<file path="config.mk">
export PLATFORM = sky130hd
export DESIGN_NAME = fifo_wr_arbiter
export DESIGN_NICKNAME = d
export VERILOG_FILES = /design/src/rtl/fifo_wr_arbiter.sv
export SDC_FILE = /design/constraint.sdc
export NUM_CORES = 1
export LEC_CHECK = 0
export CORE_UTILIZATION = 37
export CTS_CLUSTER_DIAMETER = 40
export DETAILED_ROUTE_END_ITERATION = 10
export PLACE_DENSITY = 0.8
export SLEW_MARGIN = 20
export SYNTH_ARGS = -nofsm -noshare
export SYNTH_HDL_FRONTEND = slang
export SYNTH_SLANG_ARGS = --single-unit
</file>
<file path="constraint.sdc">
create_clock -name clk -period 1.9 [get_ports clk]
set_input_delay 0.19 -clock clk [delete_from_list [all_inputs] [get_ports clk]]
set_output_delay 0.19 -clock clk [all_outputs]
set_load 0.01 [all_outputs]
</file>
<file path="src/rtl/fifo_wr_arbiter.sv">
`timescale 1ns/1ps
// Round-robin write-port arbiter that shares one fifo write side between NUM_REQ producers.
// Each grant lasts for a burst of up to MAX_BURST words and is followed by one idle bubble.
module fifo_wr_arbiter #(
  parameter int FIFO_WIDTH = 8,
  parameter int NUM_REQ    = 4,
  parameter int MAX_BURST  = 4
) (
  input  logic                          clk,
  input  logic                          rstN,
  input  logic [NUM_REQ-1:0]            req,
  input  logic [NUM_REQ*FIFO_WIDTH-1:0] req_data,
  output logic [NUM_REQ-1:0]            gnt,
  input  logic                          fifo_full,
  output logic                          fifo_wr_en,
  output logic [FIFO_WIDTH-1:0]         fifo_data_in,
  output logic [$clog2(NUM_REQ)-1:0]    owner_id,
  output logic                          busy
);

  localparam int OW = $clog2(NUM_REQ);
  localparam int BW = $clog2(MAX_BURST + 1);

  typedef enum logic {IDLE, GRANT} state_t;

  state_t             state_q, state_d;
  logic [OW-1:0]      owner_q, owner_d;
  logic [OW-1:0]      last_q, last_d;
  logic [BW-1:0]      burst_q, burst_d;
  logic [NUM_REQ-1:0] gnt_q, gnt_d;
  logic               accept;
  logic               pick_valid;
  logic [OW-1:0]      pick_idx;
  logic [OW-1:0]      cand;

  assign busy       = (state_q == GRANT);
  assign gnt        = gnt_q;
  assign owner_id   = owner_q;
  assign accept     = busy & req[owner_q] & ~fifo_full;
  assign fifo_wr_en = accept;

  always_comb begin
    fifo_data_in = '0;
    for (int i = 0; i < NUM_REQ; i++) begin
      if (busy && owner_q == OW'(i))
        fifo_data_in = req_data[i*FIFO_WIDTH +: FIFO_WIDTH];
    end
  end

  // Scan starts just after the previous owner so every producer gets a turn.
  always_comb begin
    pick_valid = 1'b0;
    pick_idx   = '0;
    cand       = '0;
    for (int i = 1; i <= NUM_REQ; i++) begin
      cand = OW'((int'(last_q) + i) % NUM_REQ);
      if (!pick_valid && req[cand]) begin
        pick_valid = 1'b1;
        pick_idx   = cand;
      end
    end
  end

  always_ff @(posedge clk or negedge rstN) begin
    if (!rstN) begin
      state_q <= IDLE;
      owner_q <= '0;
      last_q  <= OW'(NUM_REQ - 1);
      burst_q <= '0;
      gnt_q   <= '0;
    end else begin
      state_q <= state_d;
      owner_q <= owner_d;
      last_q  <= last_d;
      burst_q <= burst_d;
      gnt_q   <= gnt_d;
    end
  end

  always_comb begin
    state_d = state_q;
    owner_d = owner_q;
    last_d  = last_q;
    burst_d = burst_q;
    gnt_d   = gnt_q;
    case (state_q)
      IDLE: begin
        if (pick_valid) begin
          state_d = GRANT;
          owner_d = pick_idx;
          gnt_d   = NUM_REQ'(1) << pick_idx;
          burst_d = '0;
        end
      end
      GRANT: begin
        // A full fifo with the owner still requesting is a stall: everything holds.
        if ((accept && burst_q == BW'(MAX_BURST - 1)) || !req[owner_q]) begin
          state_d = IDLE;
          last_d  = owner_q;
          gnt_d   = '0;
          burst_d = '0;
        end else if (accept) begin
          burst_d = burst_q + BW'(1);
        end
      end
      default: begin
        state_d = IDLE;
        gnt_d   = '0;
        burst_d = '0;
      end
    endcase
  end

endmodule

</file>
* Yosys cells after proc, flatten, opt, wreduce, memory -nomap -nowiden *
Index checks and enable logic that the tools add are counted.

operators by class
  $add $sub $neg = 5
  order comparisons = 5
  eq/ne operators = 7
  shift-type cells = 1
  multiplexer cells = 32
  bitwise logic cells = 4
  reductions and logical operators = 18

operators by type and width
  kind                                                                    number
  8-bit 2-to-1 mux                                                        4
  2-bit by 3-bit < comparator with 1-bit output (second input constant)   5
  1-bit 2-to-1 mux                                                        11
  1-bit binary-select mux with 2-bit select                               5
  3-bit 2-to-1 mux                                                        3
  1-bit logical AND                                                       8
  2-bit 2-to-1 mux                                                        4
  4-bit 2-to-1 mux                                                        2
  4-bit case mux with 2 select lines                                      1
  2-bit AND reduction                                                     4
  3-bit case mux with 2 select lines                                      1
  2-bit by 1-bit adder with 2-bit output (second input constant)          2
  2-bit adder (second input constant)                                     2
  2-bit equality test (second input constant)                             2
  1-bit zero test                                                         4
  1-bit by 2-bit << shifter with 4-bit output (first input constant)      1
  3-bit by 1-bit adder with 3-bit output (second input constant)          1
  3-bit by 2-bit equality test with 1-bit output (second input constant)  1
  3-bit by 1-bit != test with 1-bit output (second input constant)        1
  1-bit AND                                                               2
  2-bit by 1-bit equality test with 1-bit output (second input constant)  1
  2-bit zero test                                                         1
  2-bit by 1-bit != test with 1-bit output (second input constant)        1
  2-bit != test (second input constant)                                   1
  other kinds (3)                                                         4

word-level totals
  register bits = 12
  output and inout port bits = 16
  word-level logic and storage cells = 77

* Depth between registers and ports, before layout *
Gate-level depths: netlist (run 1).

  depth after elaboration = 16
  depth in mapped cells = 6

* Worst setup path after synthesis (run 1) *
OpenSTA, ideal clock, no wires.

  path type = register to register
  start = register owner_q[1], in the netlist owner_id[1]
  end = register last_q[1]
  setup time = 85 ps
  data arrival time = 1,498 ps
  data required time = 1,815 ps
  slack = 317 ps
  stages on the path, launching flop included = 5
  buffers on the path = 0
  clock period less this slack = 1,583 ps
  cell sequence = dfrtp_1 > mux4_2 > nor2b_4 > nor2_4 > mux2_1

on the way
  word-level cells in the longest chain between the ends = 7
  elaborated cells on any way between the ends = 8
  classes of those cells = 2 x mux; 2 x bitwise; 4 x reduce/logical

ends and longest elaborated chain
  item                                       RTL line  RTL
  start, declared                            27        logic [OW-1:0] owner_q, owner_d;
  start signal, assigned                     73        owner_q <= owner_d;
  1-bit binary-select mux with 2-bit select  39, 97
  1-bit 2-to-1 mux (implied by the code)     39, 97
  1-bit AND (2 in series)                    39        assign accept = busy & req[owner_q] & ~fifo_full;
  1-bit logical AND                          97        if ((accept && burst_q == BW'(MAX_BURST - 1)) || !req[owner_q]) begin
  1-bit logical OR                           97
  2-bit AND reduction (no source line)       n/a
  end signal, assigned                       68        last_q <= OW'(NUM_REQ - 1);
  end signal, assigned                       74        last_q <= last_d;
  end, declared                              28        logic [OW-1:0] last_q, last_d;

Several ways; a longest one is shown, not always the timed one. The select of a mux whose other input is x is not followed.
A chain may end at the register's enable or synchronous reset.

* Worst setup path in the final report (run 1) *
  start = register owner_q[0], in the netlist owner_id[0]
  end = output fifo_data_in[0]

on the way
  word-level cells in the longest chain between the ends = 6
  elaborated cells on any way between the ends = 12
  classes of those cells = 3 x eq/ne; 4 x mux; 5 x reduce/logical

ends and longest elaborated chain
  item                            RTL line  RTL
  2-bit zero test                 45        if (busy && owner_q == OW'(i))
  1-bit logical AND               45
  8-bit 2-to-1 mux (3 in series)  45
  8-bit 2-to-1 mux (*)            45
  end, declared                   16        output logic [FIFO_WIDTH-1:0] fifo_data_in,

Mark *: on every way between the ends. The rest lies on a longest branch, timed or not.

==> results of run 1 <==
-- registers in the layout, indices dropped and copies added, names as in the netlist --
signal and flops:
burst_q 3, busy 1, last_q 2, owner_id 2
gnt 4
-- stage by stage --
step	cell area (um^2)	std cells	setup slack [ns]
global placement	1570	168	-0.0263
floorplan	917	79	0.317
global route	1580	173	0.0447
detailed placement	1570	168	-0.0306
finish	1580	173	0.0991
CTS	1600	173	0.00407
-- worst paths after layout --
check	start	end	slack [ns]
max in group asynchronous	rstN	owner_id[1]$_DFFE_PN0P_	1.25
worst max register to register	owner_id[1]$_DFFE_PN0P_	last_q[0]$_DFFE_PN1P_	0.21
worst min register to register	burst_q[1]$_DFFE_PN0P_	burst_q[1]$_DFFE_PN0P_	0.49
min in group clk	burst_q[1]$_DFFE_PN0P_	burst_q[1]$_DFFE_PN0P_	0.49
worst min-delay path	rstN	burst_q[0]$_DFFE_PN0P_	0.27
worst max-delay path	owner_id[0]$_DFFE_PN0P_	fifo_data_in[0]	0.1
-- Yosys cell counts (2+ instances only) --
cell type | number | area share [%]
a21oi_1 | 2 | 1.1
a32o_1 | 2 | 2.2
and2_1 | 9 | 6.1
clkbuf_1 | 2 | 0.82
dfrtp_1 | 10 | 27
dfstp_2 | 2 | 5.7
ha_1 | 2 | 2.7
inv_1 | 3 | 1.2
mux2_1 | 3 | 3.7
mux4_2 | 9 | 22
nand2_1 | 7 | 2.9
nand2b_1 | 2 | 1.4
nor2_1 | 2 | 0.82
nor2b_1 | 3 | 2.0
o21ai_2 | 4 | 3.8
o2bb2ai_1 | 2 | 1.9
-- power breakdown --
part / switching (uW) / internal, uW / leakage, uW / total (uW)
sequential: 117 / 380 / 0.000150 / 497
clock: 84.9 / 116 / 0.0000210 / 201
combinational: 526 / 782 / 0.000491 / 1310
-- routing by layer --
layer / global-route usage, % / up-vias / wire, um
met5: 0 / - / 0
met4: 5.41 / 0 / 0
met3: 3.51 / 0 / 237
met2: 37.2 / 42 / 1260
met1: 24.0 / 441 / 1020
li1: - / 433 / -
-- what timing repair did --
action,CTS,global route
buffers inserted,1,0
setup endpoints to repair,9,5
resized for setup,27,5
-- placed cells by master, fill, tap and decap left out, types with 2 or more instances in the layout --
master           Yosys  routed
mux4_2               9       9
mux2_1               3       3
buf_4                0      10
nor2_1               2       2
o21ai_2              4       4
clkbuf_4             0       3
o2bb2ai_1            2       2
ha_1                 2       2
and2_4               0       2
clkdlybuf4s50_1      0      45
clkbuf_2             0       4
nand2b_1             2       2
dfrtp_1             10       9
inv_1                3       3
buf_2                1       4
a32o_1               2       2
dfstp_2              2       2
nor2b_1              3       3
a21oi_1              2       2
and2_1               9       7
nand2_1              7       7
-- cell type report --
type	count	area share (%)
inverter	3	0.714
timing repair buffer	65	37.7
sequential	12	19.3
tap	28	2.22
multi-input combinational	61	37.8
clock buffer	4	2.30
-- kinds of logic (layout without fill, tap and decap cells) --
group	after synthesis	after routing
buf+inv	6	72
mux	13	13
flops	12	12
simple gates	30	30
fa+ha+maj	2	2
compound gates	16	16
==> results_dict.tcl, run 1 <==
set metrics [dict create \
    crit_path_end_kind "output port" \
    worstPathRequired_ns 1.71 \
    synth.distinct_cells 31 \
    nFillCells 191 \
    period_share_pct 94.8 \
    rows 17 \
    fp.dieH_um 51.8 \
    async_flop_share_pct 100 \
    design.core.area_um2 2280 \
    cts_sinks 12 \
    synth_simple_gate_area_share_pct 20.9 \
    antenna_found_initial 0 \
    gp_congestion 0.745 \
    worst_setup_path_start_kind "flop" \
    synth_area_um2 917 \
    overflow 0 \
    cts_hold_buffers 0 \
    cts_tree "built" \
    cap_violations 0 \
    tns_ns 0 \
    diodes 0 \
    power.density_nw_per_um2 1270 \
    tightest_slew_ns 0.529 \
    synth_fa_ha_area_share_pct 2.73 \
    ys.flop_type "dfrtp_1" \
    fin_worst_hold_slack_ns 0.266 \
    final_util_pct 69.3 \
    final_max_slew_viol_count 0 \
    crit_type "reg -> out" \
    worstPathArrival_ns 1.61 \
    drt_iter0_drc 5 \
    synthCells 79 \
    clockBufferDepth 2 \
    routed_wl_um 2520 \
    period_minus_slack_ns 1.80 \
    dieArea_um2 2680 \
    cts_buffers 3 \
    synth_top_family_by_area "multiplexers" \
    clk_pin_slew_ns 0.08 \
    dp_hpwl_um 2100 \
    synth_nets 120 \
    insertion_delay_ns 0.27 \
    crit_path_top_delay_cell "mux4_2" \
    ios 55 \
    htree_levels 1 \
    synth_seq_area_share_pct 33.0 \
    skew_ns 0.00157 \
    synth-edff-count 0 \
    rr_worst_depth 5 \
    viasPerCell 5.29 \
    final_antenna_net_count 0 \
    finalHoldViolations 0 \
    synth_xor_area_share_pct 0 \
    wire_per_inst_um 14.6 \
    first_pass_iters 4 \
    vias 916 \
    multi_input_area_um2 596 \
    relSlewSlack_pct 64.6 \
    drc 0 \
    syn_area_per_cell_um2 11.6 \
    grt.total_usage_pct 20.2 \
    initial_core_util_pct 40.3 \
    crit_fanout 8 \
    outcome "finished clean" \
    hp-class "in -> async" \
    port-buffer-count 54 \
    rsz0062_at_grt "no" \
    ys_ff_latch 12 \
    seqCellArea_um2 304 \
    drive_above_1_share_pct 32.4 \
    power.total_uw 2010 \
    die_x_um 51.8 \
    ys_warn_count 0 \
    cp_num_buf_inv 2 \
    critical-path-top-delay-family "multiplexers" \
    fin_nets 187 \
    fmax_ghz 0.555 \
    area_delta_synth_final_pct 71.9 \
    worst-path-stages 4 \
    max_stage_delay_ns 0.50 \
    synth_compound_area_share_pct 13.9 \
    muxShareOfSynthArea_pct 26.9 \
    grt_max_degree 16 \
    setup_violations 0 \
    grt_pass1_wl_um 4000 \
    grt_pass1_vias 927 \
    vdd.ir_drop.worst_uv 993 \
    cp_cell_sequence "buf_12, mux4_2, and2_4, buf_2" \
    cellLeakagePower_uw 0.000662 \
    root_buffer "clkbuf_4" \
]
(Power assumes the default switching activity.)
==> inputs of run 2 (changes only) <==
--- a/config.mk
+++ b/config.mk
@@ -6,7 +6,6 @@
 export NUM_CORES = 1
 export LEC_CHECK = 0
 export CORE_UTILIZATION = 37
-export CTS_CLUSTER_DIAMETER = 40
 export DETAILED_ROUTE_END_ITERATION = 10
 export PLACE_DENSITY = 0.8
 export SLEW_MARGIN = 20
==> constraint.sdc (replaced) <==
create_clock -name clk -period 1.81 [get_ports clk]
set_input_delay 0.181 -clock clk [delete_from_list [all_inputs] [get_ports clk]]
set_output_delay 0.181 -clock clk [all_outputs]
set_load 0.01 [all_outputs]
==> results_dict.tcl, run 2 (synthesis gave the netlist of run 1 again) <==
set metrics [dict create \
    dp_hpwl_um 2170 \
    area_delta_synth_final_pct 78.7 \
    rsz0062_at_grt "yes" \
    switching_power_uw 804 \
    placed_area_um2 1570 \
    final_cell_mix "clkdlybuf4s50_1 (45), buf_4 (14), mux4_2 (9), dfrtp_1 (9), nand2_1 (7)" \
    diodes 0 \
    worstPathRequired_ns 1.63 \
    cap_violations 0 \
    period_share_pct 104 \
    grt_max_degree 16 \
    worst_setup_path_start_kind "flop" \
    outcome "finished, violations left" \
    power.density_nw_per_um2 1390 \
    internal-power_uw 1480 \
    antenna_found_initial 0 \
    root_buffer "clkbuf_4" \
    crit_fanout 7 \
    seqCellArea_um2 304 \
    crit_type "reg -> out" \
    vdd.ir_drop.worst_uv 906 \
    fin_nets 192 \
    relSlewSlack_pct 63.8 \
    finalHoldViolations 0 \
    worstPathArrival_ns 1.70 \
    fin_worst_hold_slack_ns 0.263 \
    sw_frac_of_total_pct 35.2 \
    hp-class "in -> async" \
    fin_ws_ns -0.0678 \
    first_pass_iters 2 \
    overflow 0 \
    final_util_pct 72.0 \
    skew_ns 0.00398 \
    cts_sinks 12 \
    violations "negative setup slack" \
    power.total_uw 2290 \
    p_comb_share_pct 68.0 \
    clockBufferDepth 2 \
    initial_core_util_pct 40.3 \
    cellLeakagePower_uw 0.000695 \
    fmax_ghz 0.533 \
    grt.total_usage_pct 20.9 \
    nFillCells 175 \
    wire_per_inst_um 15.1 \
    cts_tree "built" \
    routed_wl_um 2690 \
    drt_iter0_drc 3 \
    multi_input_area_um2 602 \
    gp_congestion 0.746 \
    rows 17 \
    power_frac_clock_pct 9.3 \
    insertion_delay_ns 0.26 \
    port-buffer-count 54 \
    setup_violations 6 \
    viasPerCell 5.29 \
    dieArea_um2 2680 \
    period_minus_slack_ns 1.88 \
    grt_pass1_vias 916 \
    vias 941 \
    cts_buffers 3 \
    htree_levels 1 \
    final_max_slew_viol_count 0 \
    design.core.area_um2 2280 \
    final_common_cell "clkdlybuf4s50_1" \
    clk_pin_slew_ns 0.08 \
    tightest_slew_ns 0.542 \
    fp.dieH_um 51.8 \
    drc 0 \
    die_x_um 51.8 \
    final_cell_area_um2 1640 \
    crit_path_end_kind "output port" \
    largest_register_ffs 4 \
    power_frac_seq_pct 22.7 \
    final_antenna_net_count 0 \
    grt_pass1_wl_um 4130 \
    drive_above_1_share_pct 36.7 \
    ios 55 \
    cts_hold_buffers 0 \
    tns_ns -0.216 \
    rr_worst_depth 5 \
]
[run 2: changes by cell type in the layout (fill, tap and decap cells not counted)]
cell / previous run / this run
buf_4: 10 / 14
dlygate4sd2_1: 1 / 0
mux2_1: 3 / 2
mux2_4: 0 / 1
clkbuf_2: 4 / 0
and2_4: 2 / 3
buf_6: 0 / 4
and2_1: 7 / 6
buf_2: 4 / 6
[run 2: worst paths after layout]
check                                         from                 endpoint  slack (ns)
min in group clk            burst_q[0]$_DFFE_PN0P_   burst_q[0]$_DFFE_PN0P_        0.49
max in group asynchronous                     rstN  owner_id[1]$_DFFE_PN0P_        1.16
hold / removal                                rstN       gnt[0]$_DFFE_PN0P_        0.26
setup reg to reg           owner_id[1]$_DFFE_PN0P_    last_q[0]$_DFFE_PN1P_        0.11
setup / recovery           owner_id[0]$_DFFE_PN0P_          fifo_data_in[0]       -0.07
hold reg to reg             burst_q[0]$_DFFE_PN0P_   burst_q[0]$_DFFE_PN0P_        0.49
[run 2: cell type report]
class	count	share of cell area, %
sequential	12	18.5
tap	28	2.14
multi-input combinational	61	36.7
timing repair buffer	70	39.7
clock buffer	4	2.21
inverter	3	0.687
[run 2: metal layers]
metal / track usage [%] / vias to the layer above / share of wire [%]
met5: 0 / - / 0
met3: 6.73 / 0 / 10
li1: - / 444 / -
met4: 1.35 / 0 / 0
met2: 39.0 / 42 / 50
met1: 24.1 / 455 / 40
[run 2: power by group through the flow]
stage,sequential (uW),clock [uW],combinational [uW]
2_1_floorplan,521,0,764
3_3_place_gp,528,0,1420
3_5_place_dp,536,0,1440
4_1_cts,517,219,1480
5_1_grt,536,226,1680
6_report,518,212,1550
[run 2: repair_timing]
| action | CTS | global route |
|---|---|---|
| cloned | 0 | 0 |
| gates resized for setup | 37 | 8 |
| setup endpoints to repair | 9 | 8 |
| pin swaps | 0 | 1 |
| setup buffers | 6 | 1 |
[run 2: per-stage QoR]
| stage | std cells | setup WS (ns) |
|---|---|---|
| finish | 178 | -0.0678 |
| CTS | 178 | -0.0662 |
| detailed placement | 168 | -0.113 |
| floorplan | 79 | 0.227 |
| global placement | 168 | -0.0981 |
| global route | 178 | -0.114 |
[run 2: critical path, cell delays in order, from the launching register on]
cell,delay (ns)
dfrtp_1,0.39
buf_12,0.13
buf_4,0.11
mux4_2,0.49
and2_1,0.17
buf_2,0.13
==> inputs of run 3 (changes only) <==
--- a/config.mk
+++ b/config.mk
@@ -5,9 +5,10 @@
 export SDC_FILE = /design/constraint.sdc
 export NUM_CORES = 1
 export LEC_CHECK = 0
-export CORE_UTILIZATION = 37
+export ABC_AREA = 1
+export CORE_UTILIZATION = 40
 export DETAILED_ROUTE_END_ITERATION = 10
-export PLACE_DENSITY = 0.8
+export DONT_BUFFER_PORTS = 1
 export SLEW_MARGIN = 20
 export SYNTH_ARGS = -nofsm -noshare
 export SYNTH_HDL_FRONTEND = slang
==> results_dict.tcl, run 3 <==
set metrics [dict create \
    htree_levels 1 \
    ios 55 \
    grt_max_degree 13 \
    vdd.ir_drop.worst_uv 942 \
    gp_congestion 0.767 \
    crit_fanout 8 \
    dp_hpwl_um 2220 \
    ys_warn_count 0 \
    power.density_nw_per_um2 1960 \
    synth_seq_area_share_pct 27.2 \
    hp-class "in -> reg" \
    clockBufferDepth 2 \
    synthCells 169 \
    viasPerCell 5.33 \
    diodes 0 \
    wire_per_inst_um 13.0 \
    clk_pin_slew_ns 0.08 \
    worstPathArrival_ns 1.61 \
    grt_pass1_vias 1011 \
    setup_violations 0 \
    die_x_um 54.8 \
    synth.top_cell.area_share_pct 22.4 \
    fmax_ghz 0.559 \
    yosys-top-cells-area "dfrtp_1 (22%), nand2_1 (20%), nand3_1 (11%)" \
    vias 1120 \
    fp.dieH_um 54.8 \
    synth_area_leader_cell "dfrtp_1" \
    area_delta_synth_final_pct 13.0 \
    syn_area_per_cell_um2 6.60 \
    antenna_found_initial 0 \
    cts_buffers 3 \
    final_cell_count_no_fill 210 \
    final_antenna_net_count 0 \
    cts_tree "built" \
    synth_common_cells "nand2_1 (59), nand3_1 (24), inv_1 (19)" \
    ys_ff_latch 12 \
    grt.total_usage_pct 19.8 \
    root_buffer "clkbuf_4" \
    cellLeakagePower_uw 0.000636 \
    period_share_pct 98.8 \
    drive_above_1_share_pct 22.8 \
    first_pass_iters 4 \
    relSlewSlack_pct 63.6 \
    final_max_slew_viol_count 0 \
    fin_nets 222 \
    rsz0062_at_grt "yes" \
    port-buffer-count 0 \
    dieArea_um2 3000 \
    initial_core_util_pct 43.8 \
    crit_path_end_kind "output port" \
    drt_iter0_drc 19 \
    async_flop_share_pct 100 \
    rrSetupSlack_ns 0.13 \
    tightest_slew_ns 0.545 \
    outcome "finished clean" \
    synth.distinct_cells 27 \
    largest_register_ffs 4 \
    dp.cells 201 \
    drc 0 \
    yosysMostFrequentCell "nand2_1" \
    synth_nets 210 \
    routed_wl_um 2730 \
    final_util_pct 49.5 \
    worst_setup_path_start_kind "flop" \
    synth_area_um2 1110 \
    final_cell_mix "nand2_1 (57), nand3_1 (24), inv_1 (19)" \
    crit_type "reg -> out" \
    period_minus_slack_ns 1.79 \
    synth-edff-count 0 \
    rows 18 \
    cts_sinks 12 \
    overflow 0 \
    ys.flop_type "dfrtp_1" \
    design.core.area_um2 2540 \
    insertion_delay_ns 0.27 \
    skew_ns 0.00783 \
    worstPathRequired_ns 1.63 \
    finalHoldViolations 0 \
    tns_ns 0 \
    cap_violations 0 \
    grt_pass1_wl_um 4360 \
    final_common_cell "nand2_1" \
]
[run 3: changes by cell type in the layout (fill, tap and decap cells not counted), sizes merged, moves of 5 or more]
cell	change
o2111ai	+8
mux4	-9
nand2	+59
clkdlybuf4s50	-45
and2	-9
nand3	+26
inv	+24
nand4	+5
buf	-16
[run 3: final cells by class]
| type | instances | area (um^2) |
|---|---|---|
| Inverter | 27 | 106 |
| Fill cell | 276 | 1280 |
| Timing Repair Buffer | 10 | 77.6 |
| Multi-Input combinational cell | 127 | 697 |
| Sequential cell | 12 | 305 |
| Clock buffer | 4 | 36.3 |
| Tap cell | 30 | 37.5 |
[run 3: worst max-delay path: stages (launching register included)]
cell	delay, ns
dfrtp_1	0.49
inv_2	0.15
nand3_1	0.28
o2111ai_1	0.42
[run 3: path summary, 6_finish.rpt]
check                                          end  cells after the start                     from
min in group asynchronous       gnt[2]$_DFFE_PN0P_                      1                     rstN
setup / recovery                   fifo_data_in[6]                      3  owner_id[1]$_DFFE_PN0P_
hold / removal              burst_q[0]$_DFFE_PN0P_                      3                fifo_full
setup reg to reg           owner_id[0]$_DFFE_PN0P_                     10    last_q[0]$_DFFE_PN1P_
hold reg to reg             burst_q[0]$_DFFE_PN0P_                      1   burst_q[0]$_DFFE_PN0P_
max in group asynchronous  owner_id[0]$_DFFE_PN0P_                      1                     rstN
[run 3: cell families after synthesis]
family                   count (synthesis)  share of synthesized area [%]
AO/OA/AOI/OAI                           19                           11.7
adder cells (fa/ha/maj)                  2                           2.24
buffers and inverters                   30                           10.8
flip-flops                              12                           27.2
AND/OR/NAND/NOR                        106                           48.1
[run 3: stage by stage]
stage	setup slack, ns	total power (uW)	hold slack, ns	cell area, um^2
6_report	0.0220	2470	0.171	1260
5_1_grt	-0.0576	2710	0.194	1260
4_1_cts	0.0116	2400	0.162	1220
3_5_place_dp	0.0828	2170	-0.114	1170
3_3_place_gp	0.104	2140	-0.114	1170
2_1_floorplan	0.285	1850	-0.115	1110
[run 3: metal layers]
metal / track usage, % / wire, um / vias to the layer above
met3: 3.33 / 76 / 0
met2: 38.2 / 1470 / 25
li1: - / - / 584
met5: 0 / 0 / -
met4: 1.28 / 0 / 0
met1: 23.1 / 1190 / 511
[run 3: what timing repair did]
action / 4_1_cts / 5_1_grt
hold buffers: 1 / 0
setup endpoints to repair: 5 / 16
resized for setup: 1 / 4
endpoints found under the hold margin: 12 / 0
buffers inserted: 0 / 4
[run 3: where the power goes]
| group | total, uW | internal (uW) | switching [uW] |
|---|---|---|---|
| registers | 581 | 396 | 185 |
| clock network | 215 | 122 | 92.7 |
| logic | 1670 | 595 | 1080 |
